==> config.mk <==
export PLATFORM = sky130hd
export DESIGN_NAME = time_keeper_flat
export DESIGN_NICKNAME = d
export VERILOG_FILES = /design/src/rtl/time_keeper_if.sv /design/src/rtl/time_keeper.sv /design/src/flat_wrapper.sv
export SDC_FILE = /design/constraint.sdc
export NUM_CORES = 1
export LEC_CHECK = 0
export BUFFER_PORTS_ARGS = -buffer_cell sky130_fd_sc_hd__buf_2
export CORE_MARGIN = 5
export CORE_UTILIZATION = 51
export CTS_BUF_LIST = sky130_fd_sc_hd__clkbuf_16
export DETAILED_ROUTE_END_ITERATION = 8
export GPL_TIMING_DRIVEN = 0
export HOLD_SLACK_MARGIN = 0.06
export PLACE_DENSITY_LB_ADDON = 0.12
export SKIP_LAST_GASP = 1
export SYNTH_ARGS = -nofsm -noshare
export SYNTH_HDL_FRONTEND = slang
export SYNTH_SLANG_ARGS = --single-unit
==> constraint.sdc <==
create_clock -name clock -period 2.2 [get_ports clock]
set_input_delay 0.22 -clock clock [delete_from_list [all_inputs] [get_ports clock]]
set_output_delay 0.22 -clock clock [all_outputs]
set_load 0.01 [all_outputs]
==> src/rtl/time_keeper_if.sv <==
// Signal bundle between the push-button/display side and time_keeper.
// Alarm signals exist only when TIME_KEEPER_ALARM_EN is defined.
interface time_keeper_if;
    logic       run;
    logic       incMinutes;
    logic       incHours;
    logic       mode12h;
    logic [5:0] seconds;
    logic [5:0] minutes;
    logic [4:0] hours;
    logic       pm;
    logic       secondTick;
`ifdef TIME_KEEPER_ALARM_EN
    logic       alarmEnable;
    logic [4:0] alarmHours;
    logic [5:0] alarmMinutes;
    logic       alarmClear;
    logic       alarm;

    modport master (
        output run, incMinutes, incHours, mode12h,
        output alarmEnable, alarmHours, alarmMinutes, alarmClear,
        input  seconds, minutes, hours, pm, secondTick, alarm
    );
    modport slave (
        input  run, incMinutes, incHours, mode12h,
        input  alarmEnable, alarmHours, alarmMinutes, alarmClear,
        output seconds, minutes, hours, pm, secondTick, alarm
    );
`else
    modport master (
        output run, incMinutes, incHours, mode12h,
        input  seconds, minutes, hours, pm, secondTick
    );
    modport slave (
        input  run, incMinutes, incHours, mode12h,
        output seconds, minutes, hours, pm, secondTick
    );
`endif
endinterface

==> src/rtl/time_keeper.sv <==
// Time-of-day counter (hh:mm:ss) with auto-repeat set inputs, run/stop and 12/24h display.
// Define TIME_KEEPER_ALARM_EN to add the hour:minute alarm.
module time_keeper #(
    parameter int ClockFrequency = 24_000_000,
    parameter int RepeatDelay    = 12_000_000,
    parameter int RepeatPeriod   = 4_800_000
) (
    input  logic         clock,
    input  logic         reset,
    time_keeper_if.slave bus
);
    localparam int PrescW = $clog2(ClockFrequency);
    localparam int RptW   = $clog2(RepeatDelay + 1);

    localparam logic [PrescW-1:0] PrescLast = PrescW'(ClockFrequency - 1);
    localparam logic [PrescW-1:0] PrescOne  = PrescW'(1);
    localparam logic [RptW-1:0]   RptOne    = RptW'(1);
    localparam logic [RptW-1:0]   RptFire   = RptW'(RepeatDelay);
    localparam logic [RptW-1:0]   RptReload = RptW'(RepeatDelay - RepeatPeriod + 1);

    logic [PrescW-1:0] presc_q, presc_d;
    logic [5:0]        sec_q, sec_d;
    logic [5:0]        min_q, min_d;
    logic [4:0]        hour_q, hour_d;
    logic              tick_q, tick_d;

    // Index 0 = incMinutes, index 1 = incHours.
    logic [1:0]        set_in;
    logic [1:0]        set_prev_q, set_prev_d;
    logic [1:0]        set_inc;
    logic [RptW-1:0]   rpt_cnt_q [2];
    logic [RptW-1:0]   rpt_cnt_d [2];

    logic              inc_min, inc_hr;
    logic              nat_tick, sec_wrap, min_wrap;
    logic [4:0]        hours_disp;

    assign set_in = {bus.incHours, bus.incMinutes};

    // rpt_cnt == 0 means idle; a rise loads 1 and the count tracks cycles since the edge.
    always_comb begin
        set_prev_d = set_in;
        for (int i = 0; i < 2; i++) begin
            // NOTE: every combinational output gets a default first so no path can infer a latch.
            set_inc[i]   = 1'b0;
            rpt_cnt_d[i] = '0;
            if (set_in[i]) begin
                if (!set_prev_q[i]) begin
                    set_inc[i]   = 1'b1;
                    rpt_cnt_d[i] = RptOne;
                end else if (rpt_cnt_q[i] == RptFire) begin
                    set_inc[i]   = 1'b1;
                    rpt_cnt_d[i] = RptReload;
                end else if (rpt_cnt_q[i] != '0) begin
                    rpt_cnt_d[i] = rpt_cnt_q[i] + RptOne;
                end
            end
        end
    end

    always_comb begin
        inc_min  = set_inc[0];
        inc_hr   = set_inc[1];
        // A minutes set restarts the second, so it swallows a coincident natural tick.
        nat_tick = bus.run && (presc_q == PrescLast) && !inc_min;
        sec_wrap = nat_tick && (sec_q == 6'd59);
        min_wrap = sec_wrap && (min_q == 6'd59);

        presc_d = presc_q;
        sec_d   = sec_q;
        min_d   = min_q;
        hour_d  = hour_q;
        tick_d  = nat_tick;

        if (inc_min) begin
            presc_d = '0;
            sec_d   = 6'd0;
            min_d   = (min_q == 6'd59) ? 6'd0 : min_q + 6'd1;
        end else if (nat_tick) begin
            presc_d = '0;
            sec_d   = sec_wrap ? 6'd0 : sec_q + 6'd1;
            if (sec_wrap) begin
                min_d = min_wrap ? 6'd0 : min_q + 6'd1;
            end
        end else if (bus.run) begin
            presc_d = presc_q + PrescOne;
        end

        // A set and a natural carry in the same cycle still advance the hour only once.
        if (inc_hr || min_wrap) begin
            hour_d = (hour_q == 5'd23) ? 5'd0 : hour_q + 5'd1;
        end
    end

    always_comb begin
        hours_disp = hour_q;
        if (bus.mode12h) begin
            if (hour_q == 5'd0) begin
                hours_disp = 5'd12;
            end else if (hour_q > 5'd12) begin
                hours_disp = hour_q - 5'd12;
            end
        end
    end

    // NOTE: sequential state uses non-blocking assignments so all flops update from pre-edge values.
    always_ff @(posedge clock or negedge reset) begin
        if (!reset) begin
            presc_q    <= '0;
            sec_q      <= 6'd0;
            min_q      <= 6'd0;
            hour_q     <= 5'd0;
            tick_q     <= 1'b0;
            // Treat the inputs as already high so a level held through reset is not an edge.
            set_prev_q <= 2'b11;
            for (int i = 0; i < 2; i++) begin
                rpt_cnt_q[i] <= '0;
            end
        end else begin
            presc_q    <= presc_d;
            sec_q      <= sec_d;
            min_q      <= min_d;
            hour_q     <= hour_d;
            tick_q     <= tick_d;
            set_prev_q <= set_prev_d;
            for (int i = 0; i < 2; i++) begin
                rpt_cnt_q[i] <= rpt_cnt_d[i];
            end
        end
    end

    assign bus.seconds    = sec_q;
    assign bus.minutes    = min_q;
    assign bus.hours      = hours_disp;
    assign bus.pm         = (hour_q >= 5'd12);
    assign bus.secondTick = tick_q;

`ifdef TIME_KEEPER_ALARM_EN
    logic       alarm_q, alarm_d;
    logic [5:0] alarm_cnt_q, alarm_cnt_d;

    // Alarm arms only on a natural roll into a new minute; it lasts 60 natural seconds.
    always_comb begin
        alarm_d     = alarm_q;
        alarm_cnt_d = alarm_cnt_q;
        if (bus.alarmClear || !bus.alarmEnable) begin
            alarm_d     = 1'b0;
            alarm_cnt_d = 6'd0;
        end else if (alarm_q) begin
            if (nat_tick) begin
                if (alarm_cnt_q == 6'd59) begin
                    alarm_d     = 1'b0;
                    alarm_cnt_d = 6'd0;
                end else begin
                    alarm_cnt_d = alarm_cnt_q + 6'd1;
                end
            end
        end else if (sec_wrap && !inc_hr &&
                     (min_d == bus.alarmMinutes) && (hour_d == bus.alarmHours)) begin
            alarm_d     = 1'b1;
            alarm_cnt_d = 6'd0;
        end
    end

    always_ff @(posedge clock or negedge reset) begin
        if (!reset) begin
            alarm_q     <= 1'b0;
            alarm_cnt_q <= 6'd0;
        end else begin
            alarm_q     <= alarm_d;
            alarm_cnt_q <= alarm_cnt_d;
        end
    end

    assign bus.alarm = alarm_q;
`endif
endmodule

==> src/flat_wrapper.sv <==
// flat-port wrapper written by rule: the top's interface ports become plain ports
module time_keeper_flat 
#(
    parameter int ClockFrequency = 24_000_000,
    parameter int RepeatDelay    = 12_000_000,
    parameter int RepeatPeriod   = 4_800_000
)
  (clock, reset, bus_run, bus_incMinutes, bus_incHours, bus_mode12h, bus_seconds, bus_minutes, bus_hours, bus_pm, bus_secondTick);
  time_keeper_if bus_i ();
  input  logic clock;
  input  logic reset;
  input wire logic [$bits(bus_i.run)-1:0] bus_run;
  input wire logic [$bits(bus_i.incMinutes)-1:0] bus_incMinutes;
  input wire logic [$bits(bus_i.incHours)-1:0] bus_incHours;
  input wire logic [$bits(bus_i.mode12h)-1:0] bus_mode12h;
  output wire logic [$bits(bus_i.seconds)-1:0] bus_seconds;
  output wire logic [$bits(bus_i.minutes)-1:0] bus_minutes;
  output wire logic [$bits(bus_i.hours)-1:0] bus_hours;
  output wire logic [$bits(bus_i.pm)-1:0] bus_pm;
  output wire logic [$bits(bus_i.secondTick)-1:0] bus_secondTick;
  assign bus_i.run = bus_run;
  assign bus_i.incMinutes = bus_incMinutes;
  assign bus_i.incHours = bus_incHours;
  assign bus_i.mode12h = bus_mode12h;
  assign bus_seconds = bus_i.seconds;
  assign bus_minutes = bus_i.minutes;
  assign bus_hours = bus_i.hours;
  assign bus_pm = bus_i.pm;
  assign bus_secondTick = bus_i.secondTick;
  time_keeper #(.ClockFrequency(ClockFrequency), .RepeatDelay(RepeatDelay), .RepeatPeriod(RepeatPeriod)) u_core (.clock(clock), .reset(reset), .bus(bus_i));
endmodule
# Word level (Yosys, flattened, before mapping)
# Index checks and enable logic that the tools add are counted.
op_classes:
  add_sub_neg: 7
  order_cmp: 2
  eq_ne: 6
  mux: 29
  reduce_logical: 13
op_table:
  columns: ["op", "n"]
  rows:
  - ["$mux 24", 8]
  - ["$mux 25", 3]
  - ["$add 24x1->24 const B", 2]
  - ["$eq 24x24->1 const B", 2]
  - ["$mux 6", 8]
  - ["$reduce_bool 24->1", 2]
  - ["$add 25x1->25 const B", 1]
  - ["$eq 25x25->1 const B", 1]
  - ["$mux 5", 4]
  - ["$add 6x1->6 const B", 2]
  - ["$eq 6x6->1 const B", 2]
  - ["$mux 1", 6]
  - ["$add 5x1->5 const B", 1]
  - ["$eq 5x5->1 const B", 1]
  - ["$ge 5x4->1 const B", 1]
  - ["$gt 5x4->1 const B", 1]
  - ["$logic_not 5->1", 1]
  - ["$sub 5x4->5 const B", 1]
  - ["$logic_and 1x1->1", 4]
  - ["$reduce_bool 2->1", 2]
  - ["$reduce_bool 3->1", 1]
  - ["$reduce_and 2->1", 1]
  - ["$logic_not 1->1", 1]
  - ["$logic_or 1x1->1", 1]
word_totals:
  register_bits: 93
  in_bits: 6
  out_inout_bits: 19
  wordCells: 65

# Depth between registers and ports, before layout
# Gate-level depths: netlist (run 1).
logic_depth:
  depth_word: 12
  ltp_mapped: 9

# Worst setup path before layout (run 1)
# Ideal clock, no wire load.
synth_timing:
  path_kind: "flip-flop to flip-flop"
  startpoint: "reg u_core.presc_q[9]"
  endpoint: "reg u_core.hour_q[2]"
  setup_ps: 128
  arrival_ps: 1975
  path_slack_ps: 97
  stages_incl_launch_ff: 6
  path_buffers: 0
  synth_period_minus_slack_ps: 2103
  path_cell_list: "dfrtp_1 -> or4b_1 -> nor4_2 -> nand3_1 -> o32ai_2 -> mux2_1"
synth_between:
  elab_chain_len: 6
synth_rtl:
  columns: ["item", "line", "rtl"]
  rows:
  - ["start, declared", "time_keeper.sv:21", "logic [PrescW-1:0] presc_q, presc_d;"]
  - ["start signal, assigned", "time_keeper.sv:120", "presc_q <= presc_d;"]
  - ["$eq 25x25->1", "time_keeper.sv:65", "nat_tick = bus.run && (presc_q == PrescLast) && !inc_min;"]
  - ["$logic_and 1x1->1 (2 in a row)", "time_keeper.sv:65", null]
  - ["$logic_and 1x1->1", "time_keeper.sv:66", "sec_wrap = nat_tick && (sec_q == 6'd59);"]
  - ["$logic_and 1x1->1", "time_keeper.sv:67", "min_wrap = sec_wrap && (min_q == 6'd59);"]
  - ["$logic_or 1x1->1", "time_keeper.sv:90", "if (inc_hr || min_wrap) begin"]
  - ["end signal, assigned", "time_keeper.sv:123", "hour_q <= hour_d;"]
  - ["end, declared", "time_keeper.sv:24", "logic [4:0] hour_q, hour_d;"]
# Every way passes these cells.
# A chain may end at the register's enable or synchronous reset.

# Worst setup path in the final report (run 1)
layout_timing:
  startpoint: "reg u_core.presc_q[15]"
  endpoint: "reg u_core.min_q[2] (netlist: u_core.bus.minutes[2])"
layout_between:
  elab_chain_len: 9
layout_rtl:
  columns: ["item", "line", "rtl"]
  rows:
  - ["$eq 25x25->1 (*)", "time_keeper.sv:65", null]
  - ["$logic_and 1x1->1 (*) (2 in a row)", "time_keeper.sv:65", null]
  - ["$logic_and 1x1->1", "time_keeper.sv:66", null]
  - ["$logic_and 1x1->1", "time_keeper.sv:67", null]
  - ["$mux 6", "time_keeper.sv:83", "min_d = min_wrap ? 6'd0 : min_q + 6'd1;"]
  - ["$mux 6", "time_keeper.sv:82", "if (sec_wrap) begin"]
  - ["$mux 6", "time_keeper.sv:79", "end else if (nat_tick) begin"]
  - ["$mux 6", "time_keeper.sv:75", "if (inc_min) begin"]
  - ["end signal, assigned", "time_keeper.sv:122", "min_q <= min_d;"]
  - ["end, declared", "time_keeper.sv:23", "logic [5:0] min_q, min_d;"]
# Every way passes the cells marked *; elsewhere a longest branch is shown, timed or not. The select of a mux whose other input is x is not followed.

==> results.txt, run 1 <==
The overall routing resource usage is 20.7%. The total die area is 0.0125 mm². The number of rows created at floorplan came out at 37. The placed standard-cell area came out at 0.00562 mm².

By area the synthesized netlist is led by dfrtp_1 43%, nor2_1 4.0%, xnor2_1 4.0%. The post-DP HPWL is 8610 µm. After detailed routing, the number of vias per cell comes to 6.04. The count of state elements after synthesis is 93. The synthesized netlist occupies a cell area of 0.00530 mm².

The overall routed net length came out at 12900 µm. The number of H-tree branching levels is 3. The remaining design rule violation count is 0. The pin slew with the least headroom to its limit is 0.532 ns. By area, the combinational part of the netlist is dominated by simple AND/OR/NAND/NOR gates.

Of all nets on the critical path, the largest fanout is 8. The area growth from synthesis to layout is 22.7%. The relative max-transition margin came out at 64.3%. Across the run, the number of max-cap violations was 0. For this run, the number of Yosys warnings is 0. The final reports fail on negative setup slack. The width of the die came out at 112 µm. The synthesized instance count came out at 571. The pin count of the biggest net entering global routing came out at 65. The worst slack at placement is -0.271 ns.

The total grt overflow is 0. The number of flops mapped to enable cells by yosys came out at 0. The synthesized design spends more area on one cell type than any other, namely dfrtp_1. For this run, the share of the core covered by cells in the final layout is 63.6%.

The number of global-route vias before repair is 4456. The post-route clock period utilization is 103%. The average routed wire per standard cell came out at 16.5 µm.

After synthesis, the share of cell area in mux cells is 1.96%. Among all cell types in the netlist, the one instantiated most often is dfrtp_1. The number of placed cells counting well taps came out at 731. The first-pass GRT wire length came out at 21400 µm. The minimum period implied by the final worst setup slack is 2.26 ns.

Clock-pin slew was measured on the worst setup and hold paths at 0.07 ns. The placeable core region came out at 0.0102 mm². The clock sink count is 93. The number of clock buffers inserted by TritonCTS came out at 9. The clock root buffer is clkbuf_16. The share of synthesized area in the top cell type comes to 42.9%.

The remaining number of nets flagged by the antenna check after routing is 0. The worst endpoint data arrival time came out at 2.50 ns. The starting DRC count in detailed routing came out at 232. The final non-filler cell area is 0.00651 mm². Counting instances in the post-synthesis netlist gives the leading cell types as 91 x dfrtp_1, 57 x nor2_1, 43 x nand2_1, 41 x nand3_1, 32 x a21oi_1. The async set-or-reset flop fraction in the synthesized netlist came out at 100%. Setup violations remaining at the end of the flow were counted as 4. The fraction of layout cells with a size suffix above 1 is 21.6%. Input and output buffers added on the ports amount to 23. The netlist uses 67 different library cells.

At the end of the flow, the number of nets in the layout was 657. The y dimension of the die came out at 112 µm. The flow ran to the end, but the final reports show violations.

After layout, the worst setup slack is -0.0608 ns. The final RePlAce weighted congestion came out at 0.869. The clock reaches the later pin of the worst-skew pair after 0.35 ns.

The initial antenna violation count is 0. The critical path startpoint category is a register. In this run the static leakage power is 2.67 nW.

The number of buffers between clock root and the deepest sink is 2. The TritonCTS clock tree is built. Of the total synthesized cell area, the portion taken by XOR and XNOR cells is 6.61%. The highest clock frequency the design can meet is 442 MHz. The compound-cell area share of the yosys netlist came out at 12.7%. The number of search-and-repair iterations in the first detailed-routing pass came out at 5. The fraction of the mapped netlist area in adder cells is 2.83%. The count of non-filler cells in the finished layout came out at 780. The number of top-level pins came out at 25. The average footprint of a synthesized cell came out at 9.29 µm². The post-synthesis simple-gate area fraction is 28.6%.

The total power density per cell area is 705 mW/mm². The kind of end point of the critical path is a register. The hold violation count in the final report came out at 0. The worst-case hold slack is 0.350 ns. The maximum clock skew at final layout came out at 0.00776 ns.

Setup repair after global routing could not meet its margin everywhere. The final route contains 4711 vias. The post-synthesis sequential area ratio came out at 43.9%. The maximum VDD drop is 0.000566 V. Synthesis produced a netlist with a net count of 589. The final count of pins violating max slew came to 0.

The critical path is of the register to register type. The data required time at the worst endpoint came out at 2.43 ns. The antenna diode count is 0.

The initial core utilization came out at 51.8%. Among all flip-flop cells after synthesis, the most frequent one is dfrtp_1. The class of the tightest hold or removal check is primary input to asynchronous set/reset pin.
==> placed cells by master, fill, tap and decap left out, types with 6 or more instances in the layout <==
| master | instances |
|---|---|
| a21oi_1 | 27 |
| and2_1 | 6 |
| and3_1 | 14 |
| and4_1 | 6 |
| buf_2 | 24 |
| buf_4 | 32 |
| clkbuf_1 | 6 |
| clkbuf_16 | 9 |
| dfrtp_1 | 89 |
| ha_1 | 11 |
| inv_1 | 22 |
| mux2i_1 | 7 |
| nand2_1 | 42 |
| nand3_1 | 38 |
| nand3b_1 | 6 |
| nand4_1 | 18 |
| nor2_1 | 55 |
| nor3_1 | 8 |
| nor4_1 | 9 |
| o21ai_0 | 13 |
| o31ai_1 | 14 |
| or3_1 | 9 |
| or4_1 | 14 |
| xnor2_1 | 24 |
| xor2_1 | 16 |
==> critical path: stages, from the launching register on <==
cell and delay, ns:
dfrtp_2 0.42, or4b_4 0.55, nor4_4 0.33, nand4_4 0.26
a21boi_2 0.27, mux2_4 0.31
==> registers in the layout (all words and copies together), names as in the netlist <==
register	flops
u_core.presc_q	25
u_core.bus.seconds	6
u_core.rpt_cnt_q	48
u_core.set_prev_q	2
u_core.bus.minutes	6
u_core.bus.secondTick	1
u_core.hour_q	5
==> cell families after synthesis <==
logic type	after synthesis
xor+xnor	40
compound gates	101
simple gates	270
buf+inv	45
mux	10
fa+ha+maj	12
flops	93
==> layout make-up <==
cell class                 instances  area, µm²
timing repair buffer              57        412
sequential                        93       2330
fill                             817       3720
buffer                            20        129
inverter                          25       93.8
multi-input combinational        433       3050
clock inverter                     7        100
clock buffer                       9        225
tap                              136        170
==> what timing repair did <==
item                                    CTS  global route
endpoints found under the setup margin   63            69
buffers inserted                          6            23
resized for setup                        30            55
endpoints found under the hold margin    31             0
gates cloned                              1             0
pin swaps                                12            15
hold buffers                              3             0
==> worst paths after layout <==
kind	to	cells after the start	start	slack (ns)
worst max-delay path	u_core.bus.minutes[2]	5	u_core.presc_q[15]	-0.06
worst min-delay path	u_core.rpt_cnt_q[40]	2	reset	0.35
worst max register to register	u_core.bus.minutes[2]	5	u_core.presc_q[15]	-0.06
worst min register to register	u_core.presc_q[0]	1	u_core.presc_q[0]	0.52
max in group asynchronous	u_core.set_prev_q[1]	3	reset	1.17
min in group clock	u_core.presc_q[22]	3	bus_run	0.40
==> per-layer routing <==
metal	track usage [%]	routed length, µm	vias to the layer above
met5	0	0	-
li1	-	-	2229
met2	33.6	6210	119
met3	3.48	578	23
met4	8.41	275	0
met1	27.5	5800	2340
==> power breakdown <==
group	internal (mW)	total, mW	switching [mW]
clock	0.999	1.69	0.688
sequential	1.82	1.97	0.148
combinational	0.420	0.934	0.515
total	3.24	4.59	1.35
==> per-stage QoR <==
| stage | setup TNS, ns | power, mW |
|---|---|---|
| after CTS | -0.303 | 4.54 |
| after detailed placement | -9.35 | 2.81 |
| after floorplan | 0 | 2.51 |
| final | -0.0870 | 4.59 |
| after global routing | -1.18 | 4.84 |
| after global placement | -7.78 | 2.78 |
No activity file was read; power rests on OpenSTA's default activity.
==> run 2, diff against run 1 <==
--- a/config.mk
+++ b/config.mk
@@ -7,7 +7,7 @@
 export LEC_CHECK = 0
 export BUFFER_PORTS_ARGS = -buffer_cell sky130_fd_sc_hd__buf_2
 export CORE_MARGIN = 5
-export CORE_UTILIZATION = 51
+export CORE_UTILIZATION = 30
 export CTS_BUF_LIST = sky130_fd_sc_hd__clkbuf_16
 export DETAILED_ROUTE_END_ITERATION = 8
 export GPL_TIMING_DRIVEN = 0
==> run 2 against run 1 <==
The flow still finishes with violations (negative setup slack). Die area grew 63%. Critical path depth increased by 1. Core utilization shrank 26 points. Critical path type unchanged. Highest routed layer unchanged.
==> results.txt, run 2 (synthesized netlist as in run 1, its figures left out) <==
The number of buffers between clock root and the deepest sink was 2 (unchanged). The overall power consumption is 4.26 mW (-7.3%). The kind of critical path is register to register. The fraction of layout cells with a size suffix above 1 came out at 19.6% (-2.0 points). The number of top-level pins came out at 25 (unchanged).

The maximum fanout along the worst path is 6 (-2). The global-route met2 utilization was 21.2% (-12 points). The TritonCTS clock tree is built. The number of flip-flops in the largest register came out at 48 (unchanged). The starting DRC count in detailed routing is 235 (+1.3%). The width of the die is 143 µm (+28%). The hold violation count in the final report is 0 (unchanged). The number of clock buffers inserted by TritonCTS is 9 (unchanged). The clock-pin transition on the worst setup and hold timing paths is 0.06 ns (about the same).

The remaining number of nets flagged by the antenna check after routing is 0 (unchanged). In the layout the commonest cells are 90 x dfrtp_1, 54 x nor2_1, 41 x nand2_1. The worst setup path is launched from a register. The relative max-transition margin is 59.4% (-4.9 points). The number of rows created at floorplan came to 48 (+30%).

The placed standard-cell area came out at 0.00573 mm² (+2.0%). The number of buffer and inverter stages on the critical path is 1 (+1). The maximum VDD drop is 0.000419 V (-26%). The maximum cell stage delay along the critical path is 0.44 ns (-0.11 ns).

Setup repair after global routing could not meet its margin everywhere. The final RePlAce weighted congestion is 0.808 (-6.9%). The minimum period implied by the final worst setup slack came out at 2.21 ns (-0.0538 ns). The number of search-and-repair iterations in the first detailed-routing pass came out at 5 (unchanged). The first-pass GRT wire length is 22700 µm (+6.4%). The maximum clock skew at final layout is 0.00536 ns (-0.00240 ns). The antenna diode count came out at 0 (unchanged). The via density per instance is 5.30 (-12%).

Clock tree synthesis selected as its root buffer the cell clkbuf_16. The number of vias after detailed routing came out at 4549 (-3.4%). The initial antenna violation count is 0 (unchanged). The number of port buffers was 23 (unchanged). The largest register by flop count is u_core.rpt_cnt_q. The overall routing resource usage is 13.8% (-6.9 points). The checks that failed: negative setup slack. The met3 usage came out at 3.55% (+0.072 points). The final-layout setup total negative slack came out at -0.00697 ns (+0.0800 ns). The largest registers in the layout are u_core.rpt_cnt_q x48, u_core.presc_q x25. The number of H-tree branching levels is 3 (unchanged). The clock sink count is 93 (unchanged). The tightest min-delay check is of the primary input to register type. The cell leakage power came out at 2.59 nW (-2.8%). The y dimension of the die came to 143 µm (+28%).

The placeable core region came out at 0.0173 mm² (+69%). The post-route clock period utilization is 100% (-2.4 points). The initial core utilization came out at 30.7% (-21 points). The post-DP HPWL is 9550 µm (+11%).

The number of maximum-capacitance constraint violations is 0 (unchanged). The number of global-route vias before repair came out at 4369 (-2.0%). The worst endpoint data arrival time came out at 2.43 ns (-0.07 ns). The total grt overflow was 0 (unchanged). The flow ran to the end, but the final reports show violations. The kind of end point of the critical path is a register. On the critical path the largest part of the delay comes from compound AO/OA/AOI/OAI gates. The final worst setup slack was -0.00697 ns (+0.0538 ns).

The net count reported at finish is 648 (-1.4%). For this design, the slowest cell found on the critical path is o41a_1. The most used routing layer is met2. The highest clock frequency the design can meet came out at 453 MHz (+2.4%).

The clock latency on the worst-skew pair was 0.34 ns (about the same). The average routed wire per standard cell came out at 16.0 µm (-3.2%). The overall routed net length is 13700 µm (+6.4%). The total power density per cell area is 659 mW/mm² (-6.6%).

The fraction of met1 tracks used by global routing is 19.8% (-7.7 points). The data required time at the worst endpoint came to 2.42 ns (about the same). The pin slew with the least headroom to its limit came to 0.604 ns (+0.0727 ns). The pin count of the biggest net entering global routing is 60 (-7.7%). The final non-filler cell area was 0.00646 mm² (-0.67%). The final count of pins violating max slew came to 0 (unchanged). The total die area is 0.0204 mm² (+63%). Walking the worst path, the cells encountered are nor4_1 > nand4_1 > buf_4 > o41a_1 > o32ai_4 > mux2_1. The remaining design rule violation count is 0 (unchanged). The final-report setup violation count was 1 (-3). The layout overhead on the synthesized area is 21.9%. Leaving out fill and tap cells, the most frequent cell in the layout is dfrtp_1.
[run 2: report_power, final]
group          internal [mW]  total (mW)  leakage (nW)  switching (mW)
sequential              1.82        1.97          1.26           0.143
clock                  0.738        1.38         0.125           0.638
combinational          0.404       0.916          1.21           0.512
total                   2.97        4.26          2.59            1.29
[run 2: routing by layer]
| layer | part of all wire, % | wire length [µm] | vias up |
|---|---|---|---|
| met5 | 0 | 0 | - |
| met4 | 0.72 | 99 | 0 |
| met3 | 3.5 | 484 | 7 |
| met2 | 45 | 6140 | 79 |
| met1 | 51 | 6970 | 2254 |
| li1 | - | - | 2209 |
[run 2: timing repair]
item / 4_1_cts / 5_1_grt
pin swaps: 19 / 11
resized for setup: 37 / 46
buffers inserted: 11 / 9
hold endpoints to repair: 36 / 0
hold buffers: 3 / 0
cloned: 1 / 0
setup endpoints to repair: 68 / 63
[run 2: final timing paths]
kind                                              to  slack [ns]  cells after the start            startpoint
worst max-delay path                u_core.hour_q[2]      -0.007                      6  u_core.rpt_cnt_q[13]
worst min-delay path              u_core.presc_q[23]        0.32                      3               bus_run
max in group asynchronous       u_core.set_prev_q[1]        1.09                      3                 reset
min in group asynchronous          u_core.presc_q[2]        0.38                      2                 reset
worst max register to register      u_core.hour_q[2]      -0.007                      6  u_core.rpt_cnt_q[13]
worst min register to register     u_core.presc_q[0]        0.53                      1     u_core.presc_q[0]
[run 2: worst reg2reg max path, delay by kind of cell, from the launching register on]
family,cells,cell delay [ns]
AO/OA/AOI/OAI,2,0.61
buffers and inverters,1,0.18
flip-flops,1,0.42
multiplexers,1,0.35
AND/OR/NAND/NOR,2,0.54
[run 2: cell type report]
class                           instances  area (µm²)
Buffer                                 20         144
Inverter                               25        93.8
Multi-Input combinational cell        433        3030
Clock buffer                            9         225
Timing Repair Buffer                   48         333
Sequential cell                        93        2330
Clock inverter                          5        22.5
Tap cell                              225         282
Fill cell                            1787       10800
[run 2: through the flow]
step / utilization (%) / hold WS [ns] / setup WS, ns / instances
3_3_place_gp: 32.9 / 0.377 / -0.299 / 819
2_1_floorplan: - / -0.0756 / 0.0970 / 571
5_1_grt: 37.4 / 0.344 / -0.124 / 858
3_5_place_dp: 33.1 / 0.222 / -0.349 / 820
4_1_cts: 36.1 / 0.313 / -0.0229 / 849
6_report: 37.4 / 0.324 / -0.00697 / 858
